`src/rtl/gpu_pkg.sv`:
```
// Shared GPU datapath constants: FMA array geometry, fixed-point format and
// the phrase/line packing used between the FMA array and the memory block.
package gpu_pkg;

  localparam int WORD_WIDTH       = 16;
  localparam int FMA_COUNT        = 2;
  localparam int FIXED_POINT      = 10;
  localparam int PHRASES_PER_LINE = 3;
  localparam int LINE_WIDTH       = PHRASES_PER_LINE * FMA_COUNT * WORD_WIDTH;

  // Bit offset of FMA i's word within phrase k of a line; phrase 0 is lowest.
  function automatic int phrase_lsb(input int k, input int i,
                                    input int fma_count  = FMA_COUNT,
                                    input int word_width = WORD_WIDTH);
    return k * fma_count * word_width + i * word_width;
  endfunction

endpackage

```
`src/rtl/line_fifo.sv`:
```
// Two-entry line queue with a registered head; a pop frees the slot for a
// push in the same cycle, so push+pop is accepted even when full.
module line_fifo #(
  parameter int WIDTH = 96
) (
  input  logic             clk_in,
  input  logic             rst_n_in,
  input  logic             push_in,
  input  logic [WIDTH-1:0] data_in,
  input  logic             pop_in,
  output logic [WIDTH-1:0] head_out,
  output logic             valid_out,
  output logic             full_out
);

  logic [WIDTH-1:0] slot0_q, slot0_d;
  logic [WIDTH-1:0] slot1_q, slot1_d;
  logic [1:0]       count_q, count_d;
  logic             do_pop;
  logic             do_push;

  assign do_pop  = pop_in && (count_q != 2'd0);
  assign do_push = push_in && ((count_q != 2'd2) || do_pop);

  // NOTE: every combinational output gets a default first so no path leaves
  // it unassigned, which would otherwise infer a latch.
  always_comb begin
    slot0_d = slot0_q;
    slot1_d = slot1_q;
    count_d = count_q;
    case (count_q)
      2'd0: begin
        if (do_push) begin
          slot0_d = data_in;
          count_d = 2'd1;
        end
      end
      2'd1: begin
        if (do_pop && do_push) begin
          slot0_d = data_in;
        end else if (do_pop) begin
          slot0_d = '0;
          count_d = 2'd0;
        end else if (do_push) begin
          slot1_d = data_in;
          count_d = 2'd2;
        end
      end
      default: begin
        if (do_pop) begin
          slot0_d = slot1_q;
          if (do_push) begin
            slot1_d = data_in;
          end else begin
            slot1_d = '0;
            count_d = 2'd1;
          end
        end
      end
    endcase
  end

  // NOTE: the queue storage is reset too, because the head drives the output
  // directly and must read as zero right after reset.
  always_ff @(posedge clk_in or negedge rst_n_in) begin
    if (!rst_n_in) begin
      slot0_q <= '0;
      slot1_q <= '0;
      count_q <= 2'd0;
    end else begin
      slot0_q <= slot0_d;
      slot1_q <= slot1_d;
      count_q <= count_d;
    end
  end

  assign head_out  = slot0_q;
  assign valid_out = (count_q != 2'd0);
  assign full_out  = (count_q == 2'd2);

endmodule

```
`src/rtl/fma_write_buffer.sv`:
```
// Packs successive FMA result phrases into lines of three for the memory
// block's LOADB path, queuing completed lines in a 2-entry buffer.
module fma_write_buffer #(
  parameter int FMA_COUNT  = gpu_pkg::FMA_COUNT,
  parameter int WORD_WIDTH = gpu_pkg::WORD_WIDTH,
  parameter int LINE_WIDTH = 3 * FMA_COUNT * WORD_WIDTH
) (
  input  logic                            clk_in,
  input  logic                            rst_n_in,
  input  logic [FMA_COUNT*WORD_WIDTH-1:0] fma_c_in,
  input  logic                            fma_valid_in,
  input  logic                            flush_in,
  input  logic                            consume_in,
  output logic [LINE_WIDTH-1:0]           write_buffer_read_out,
  output logic                            write_buffer_valid_out,
  output logic [1:0]                      phrase_count_out,
  output logic                            overflow_out
);

  import gpu_pkg::*;

  localparam int PHRASE_W = FMA_COUNT * WORD_WIDTH;

  if (LINE_WIDTH != PHRASES_PER_LINE * FMA_COUNT * WORD_WIDTH) begin : g_bad_line_width
    $error("fma_write_buffer: LINE_WIDTH must equal 3*FMA_COUNT*WORD_WIDTH");
  end

  logic [LINE_WIDTH-1:0] acc_q, acc_d;
  logic [LINE_WIDTH-1:0] line_w;
  logic [1:0]            cnt_q, cnt_d;
  logic                  overflow_q, overflow_d;
  logic                  line_done;
  logic                  fifo_full;
  logic                  fifo_valid;

  // The incoming phrase is merged first so a same-cycle flush includes it;
  // unwritten phrases are already zero because acc clears on every completion.
  always_comb begin
    line_w = acc_q;
    for (int k = 0; k < PHRASES_PER_LINE; k++) begin
      if (fma_valid_in && (cnt_q == 2'(k))) begin
        line_w[phrase_lsb(k, 0, FMA_COUNT, WORD_WIDTH) +: PHRASE_W] = fma_c_in;
      end
    end
  end

  assign line_done = (fma_valid_in && (cnt_q == 2'(PHRASES_PER_LINE - 1)))
                   || (flush_in && ((cnt_q != 2'd0) || fma_valid_in));

  always_comb begin
    acc_d      = line_w;
    cnt_d      = cnt_q;
    overflow_d = overflow_q;
    if (line_done) begin
      acc_d = '0;
      cnt_d = 2'd0;
      // A full queue only drops the line when nothing is leaving this cycle.
      if (fifo_full && !consume_in) begin
        overflow_d = 1'b1;
      end
    end else if (fma_valid_in) begin
      cnt_d = cnt_q + 2'd1;
    end
  end

  // NOTE: sequential state uses non-blocking assignments so every register
  // samples its pre-edge value regardless of statement order.
  always_ff @(posedge clk_in or negedge rst_n_in) begin
    if (!rst_n_in) begin
      acc_q      <= '0;
      cnt_q      <= 2'd0;
      overflow_q <= 1'b0;
    end else begin
      acc_q      <= acc_d;
      cnt_q      <= cnt_d;
      overflow_q <= overflow_d;
    end
  end

  line_fifo #(
    .WIDTH (LINE_WIDTH)
  ) u_line_fifo (
    .clk_in    (clk_in),
    .rst_n_in  (rst_n_in),
    .push_in   (line_done),
    .data_in   (line_w),
    .pop_in    (consume_in),
    .head_out  (write_buffer_read_out),
    .valid_out (fifo_valid),
    .full_out  (fifo_full)
  );

  assign write_buffer_valid_out = fifo_valid;
  assign phrase_count_out       = cnt_q;
  assign overflow_out           = overflow_q;

endmodule
```
`config.mk`:
```
export PLATFORM = sky130hd
export DESIGN_NAME = fma_write_buffer
export DESIGN_NICKNAME = d
export VERILOG_FILES = /design/src/rtl/gpu_pkg.sv /design/src/rtl/line_fifo.sv /design/src/rtl/fma_write_buffer.sv
export SDC_FILE = /design/constraint.sdc
export NUM_CORES = 1
export LEC_CHECK = 0
export CORE_MARGIN = 5
export CORE_UTILIZATION = 55
export DETAILED_ROUTE_END_ITERATION = 8
export PLACE_DENSITY = 0.82
export SYNTH_ARGS = -nofsm -noshare
export SYNTH_HDL_FRONTEND = slang
export SYNTH_SLANG_ARGS = --single-unit
export TNS_END_PERCENT = 30
```
`constraint.sdc`:
```
create_clock -name clk_in -period 2.4 [get_ports clk_in]
set_input_delay 0.24 -clock clk_in [delete_from_list [all_inputs] [get_ports clk_in]]
set_output_delay 0.24 -clock clk_in [all_outputs]
set_load 0.01 [all_outputs]
```
Yosys cells after proc, flatten, opt, wreduce, memory -nomap -nowiden
Cells that the tools add are included.
W data, S select, Z words.
Storage, ports and cells
  flip-flop bits (word level): 293
  output and inout bits: 100
  logic and storage cells: 66
  input port bits: 37
Cells by class
  muxes and demuxes: 23
  add/subtract/negate cells: 1
  reduce and logical (&&, ||, !) cells: 23
  equality and inequality tests: 12
  bitwise logic cells: 1
Operator list (count)
  $mux W96: 9
  $pmux W96 S2: 2
  $mux W32: 3
  $mux W2: 8
  $reduce_and A5 Y1: 2
  $logic_and A1 B1 Y1: 8
  $reduce_bool A2 Y1: 4
  $ne A2 B2 Y1 const B: 3
  $ne A3 B1 Y1 const B: 2
  $eq A2 B1 Y1 const B: 2
  $eq A2 B2 Y1 const B: 2
  $logic_not A2 Y1: 2
  $ne A2 B1 Y1 const B: 2
  $pmux W2 S2: 1
  $logic_or A1 B1 Y1: 3
  $ne A3 B3 Y1 const B: 1
  $reduce_and A3 Y1: 1
  $reduce_bool A3 Y1: 1
  $add A2 B1 Y2 const B: 1
  $reduce_and A2 Y1: 1
  $logic_not A1 Y1: 1
  $not A1 Y1: 1

Depth between registers and ports, before layout
  word-level depth: 9
  gate-level depth with buffers: 8
  mapped depth without buffers: 6

Modules after synthesis
Synthesis repeated with hierarchy kept, for this count alone.
Second synthesis, totals
  cells, all modules: 1200
  area, all modules: 14219.9 um^2
By module, submodules not included
  line_fifo: times used 1, area each 8762.2 um^2, cells each 690
  fma_write_buffer: times used 1, area each 5457.7 um^2, cells each 510

Worst setup path before layout
Ideal clock, no wire load.
  path kind: reg-to-reg
  start point: register cnt_q[0], in the netlist phrase_count_out[0]
  end point: register u_line_fifo.slot1_q[55]
  library setup time: 0.124 ns
  arrival time: 1.783 ns
  stages on the path, launching flop included: 9
  setup slack: 0.493 ns
  cells stage by stage: dfrtp_1 inv_1 ha_1 o21ai_2 nand2_1 o21ai_1 buf_2 buf_2 o2bb2ai_1
Between the ends
  longest elaborated chain between the ends: 8
Ends and longest elaborated chain
  start: declaration: line fma_write_buffer.sv:30  | logic [1:0] cnt_q, cnt_d;
  start signal: assignment: line fma_write_buffer.sv:75  | cnt_q <= cnt_d;
  branches (longest 8 deep; another with $mux W96)
  end signal: assignment: line line_fifo.sv:72  | slot1_q <= slot1_d;
  end: declaration: line line_fifo.sv:17  | logic [WIDTH-1:0] slot1_q, slot1_d;
Several ways; the timed one is not identified. The select of a mux whose other input is x is not followed.
A chain may end at the register's enable or synchronous reset.

Final worst setup path
  start point: register cnt_q[0], in the netlist phrase_count_out[0]
  end point: register u_line_fifo.slot0_q[57], in the netlist u_line_fifo.head_out[57]
Between the ends
  longest elaborated chain between the ends: 8
Ends and longest elaborated chain
  $reduce_bool A2 Y1: line fma_write_buffer.sv:48  | || (flush_in && ((cnt_q != 2'd0) || fma_valid_in));
  $logic_or A1 B1 Y1: line fma_write_buffer.sv:48
  $logic_and A1 B1 Y1: line fma_write_buffer.sv:48
  $logic_or A1 B1 Y1: line fma_write_buffer.sv:48
  $logic_and A1 B1 Y1: line line_fifo.sv:23  | assign do_push = push_in && ((count_q != 2'd2) || do_pop);
  $logic_and A1 B1 Y1: line line_fifo.sv:39  | if (do_pop && do_push) begin
  $ne A3 B1 Y1 (no line) or $mux W96 (tied branches)
  $reduce_and A3 Y1 (no line) or $pmux W96 S2 (tied branches)
  end signal: assignment: line line_fifo.sv:71  | slot0_q <= slot0_d;
  end: declaration: line line_fifo.sv:16  | logic [WIDTH-1:0] slot0_q, slot0_d;
Parallel ways exist; a longest one is shown, timed or not. The select of a mux whose other input is x is not followed.

==> metrics.md <==
| Metric | Value |
|---|---|
| Final worst path period need | 2.19 ns |
| CTS buffer count | 29 |
| Final Instance Count excl. Fillers | 1493 |
| TritonCTS clock tree | done |
| DR iter-0 viols | 611 |
| Via count | 8594 |
| Via density | 5.76 |
| CTS resizes | 0 |
| Antenna cells | 0 |
| Final setup TNS | 0 ns |
| Crit-path max cell delay | 0.44 ns |
| Netlist cell types | 28 |
| Rel. slew slack | 58.2% |
| Starting Density | 55.6% |
| MaxCap Viol Count | 0 |
| Core region area | 21800 sq um |
| DRT Pass-1 Iters | 4 |
| Slew @ Worst Pin | 0.628 ns |
| CP Data Required Time | 2.83 ns |
| Commonest non-fill, non-tap cell in the layout | dfrtp_1 |
| Crit end category | flip-flop |
| Synth Warn # | 0 |
| Placed insts | 1439 |
| Worst-path clk slew | 0.06 ns |
| DR WL/cell | 19.4 um |
| Largest net degree at the start of global routing | 109 |
| Mapped Cells | 1083 |
| Period utilisation layout | 91.1% |
| Critical path fanouts, max | 44 |
| Synthesized flop and latch total | 293 |
| CTS root buffer | clkbuf_16 |
| Rows | 54 |
| Overall die width | 158 um |
| P&R area growth vs syn | 21.7% |
| Clk buf depth | 3 |
| R2r setup slk | 0.21 ns |
| CTS Sinks | 293 |
| FF/Latch Area | 7340 sq um |
| Outcome | complete, no violations |
| Die area | 25100 sq um |
| Routed wire length | 28.9 mm |
| GP Congestion | 0.827 |
| Max Fclk | 457 MHz |
| Gr ovfl total | 0 |
| Post-route DRC | 0 |
| Slew Viols, Final | 0 |
| Final-report setup violation count | 0 |
| Worst path slowest cell | a311oi_4 |
| HP Class | in2async |
| Power per cell area | 1370 nW/um^2 |
| Delay-heaviest family, CP | compound AO/OA/AOI/OAI gates |
| Io pins | 137 |
| Final Hold Fails | 0 |
| Clk Latency, worst-skew pair | 0.54 ns |
| Pwr Total | 20.1 mW |
| Die extent in y | 158 um |
| HPWL after detailed placement | 17.2 mm |
| Port bufs | 136 |
| Gr usage total | 23.5% |
| First-pass GRT wire length | 47.5 mm |
| RSZ-0062 raised after global routing | false |
| Maximum vdd drop | 0.682 mV |
| Syn Std Cell Area | 12100 sq um |
| Arr. time, crit path | 2.62 ns |
| H-tree levels | 1 |
| Fill count | 1593 |
| Area of the multi-input gates | 4370 sq um |
| Postcts setup bufs | 0 |
| Synth Net Count | 1123 |
| Ratio of cells with drive above 1 in the final layout | 7.01% |
| Mean post-synth cell area | 11.2 sq um |
| Post-route ant nets | 0 |
| Final nets | 1231 |
| Register area share after synthesis | 60.6% |
| Startpoint Class | flip-flop |
| Worst path most repeated cell | nand2b_1 |
| Crit Path Category | reg2reg |
| Static Leak | 6.82 nW |
| Number of global-route vias before repair | 8895 |
| Most frequent cells in the layout | dfrtp_1, nor2_1, clkdlybuf4s50_1, nand2b_1 |
| Initial antenna violation count | 0 |
| Buf/Inv on CP | 2 |
| CP Cell Sequence | inv_1, ha_1, nand2b_1, a311oi_4, buf_12, nand2b_1, a31oi_1 |
| Setup Skew | 0.0216 ns |
-- Yosys cell counts (all sizes together) --
master,instances,area [sq um]
o21ba,1,10.0
o21ai,3,18.8
dfrtp,293,7330
nand2,101,379
inv,4,15.0
xnor2,1,8.76
o31ai,1,7.51
nor2b,1,13.8
o2bb2ai,96,841
nand2b,98,613
buf,63,344
ha,3,37.5
a311oi,1,26.3
o221a,1,11.3
mux2i,97,971
a21oi,2,13.8
mux2,1,11.3
nor2,196,736
and2,1,6.26
nand4b,1,8.76
clkbuf,21,78.8
a31oi,97,613
-- kinds of logic (layout without fill, tap and decap cells) --
kind of cell               count (synthesis)  after routing  synth area share (%)
AOI/OAI and AO/OA                        202            202                  12.7
xor gates and xnor gates                   1              1                0.0724
adders and majority gates                  3              3                 0.310
buffers and inverters                     88            218                  3.62
DFF                                      293            293                  60.6
muxes                                     98             98                  8.12
and+or+nand+nor                          398            398                  14.5
-- sequential cells by signal, indices dropped and copies added (netlist names) --
| name | flops |
|---|---|
| acc_q | 96 |
| u_line_fifo.head_out | 96 |
| u_line_fifo.slot1_q | 96 |
| phrase_count_out | 2 |
| u_line_fifo.count_q | 2 |
| overflow_out | 1 |
-- metal layers --
layer | track usage, % | vias to the layer above | share of wire, % | wire length, um
met1 | 32.4 | 4365 | 43 | 12300
met5 | 0 | - | 0 | 0
met4 | 6.86 | 0 | 2.5 | 729
met2 | 39.7 | 238 | 50 | 14500
met3 | 3.04 | 47 | 4.9 | 1420
li1 | - | 3944 | - | -
-- stage by stage --
| step | utilization (%) | setup WS, ns | area (sq um) | hold WS (ns) |
|---|---|---|---|---|
| 2_1_floorplan | - | 0.493 | 12100 | -0.0556 |
| 3_3_place_gp | 63.5 | 0.324 | 13800 | 0.0415 |
| 3_5_place_dp | 63.5 | 0.227 | 13800 | 0.0423 |
| 4_1_cts | 67.7 | 0.214 | 14700 | 0.0707 |
| 5_1_grt | 67.7 | 0.107 | 14700 | 0.0999 |
| 6_report | 67.7 | 0.214 | 14700 | 0.0871 |
-- layout make-up --
cell class	instances	area share, %
timing repair buffer	161	11.9
inverter	4	0.102
tap	280	2.38
clock inverter	11	0.416
multi-input combinational	702	29.7
clock buffer	42	5.67
sequential	293	49.8
-- worst paths after layout --
check | endpoint | startpoint | depth (start not counted)
setup / recovery | u_line_fifo.head_out[57] | phrase_count_out[0] | 7
min in group clk_in | acc_q[53] | fma_c_in[21] | 3
hold reg to reg | u_line_fifo.slot1_q[51] | u_line_fifo.slot1_q[51] | 1
setup reg to reg | u_line_fifo.head_out[57] | phrase_count_out[0] | 7
max in group asynchronous | acc_q[54] | rst_n_in | 3
hold / removal | u_line_fifo.slot1_q[66] | rst_n_in | 2
-- where the power goes --
group,total [mW],leakage (nW),internal [mW],switching [mW]
Sequential,7.86,3.87,6.78,1.08
Clock,4.25,0.449,2.41,1.84
Combinational,8.01,2.51,3.60,4.40
Total,20.1,6.82,12.8,7.33
-- timing repair --
action / in CTS / in global routing
setup endpoints to repair: 0 / 0
hold buffers: 1 / 0
endpoints found under the hold margin: 293 / 0
Power figures use the tool's default switching activity.
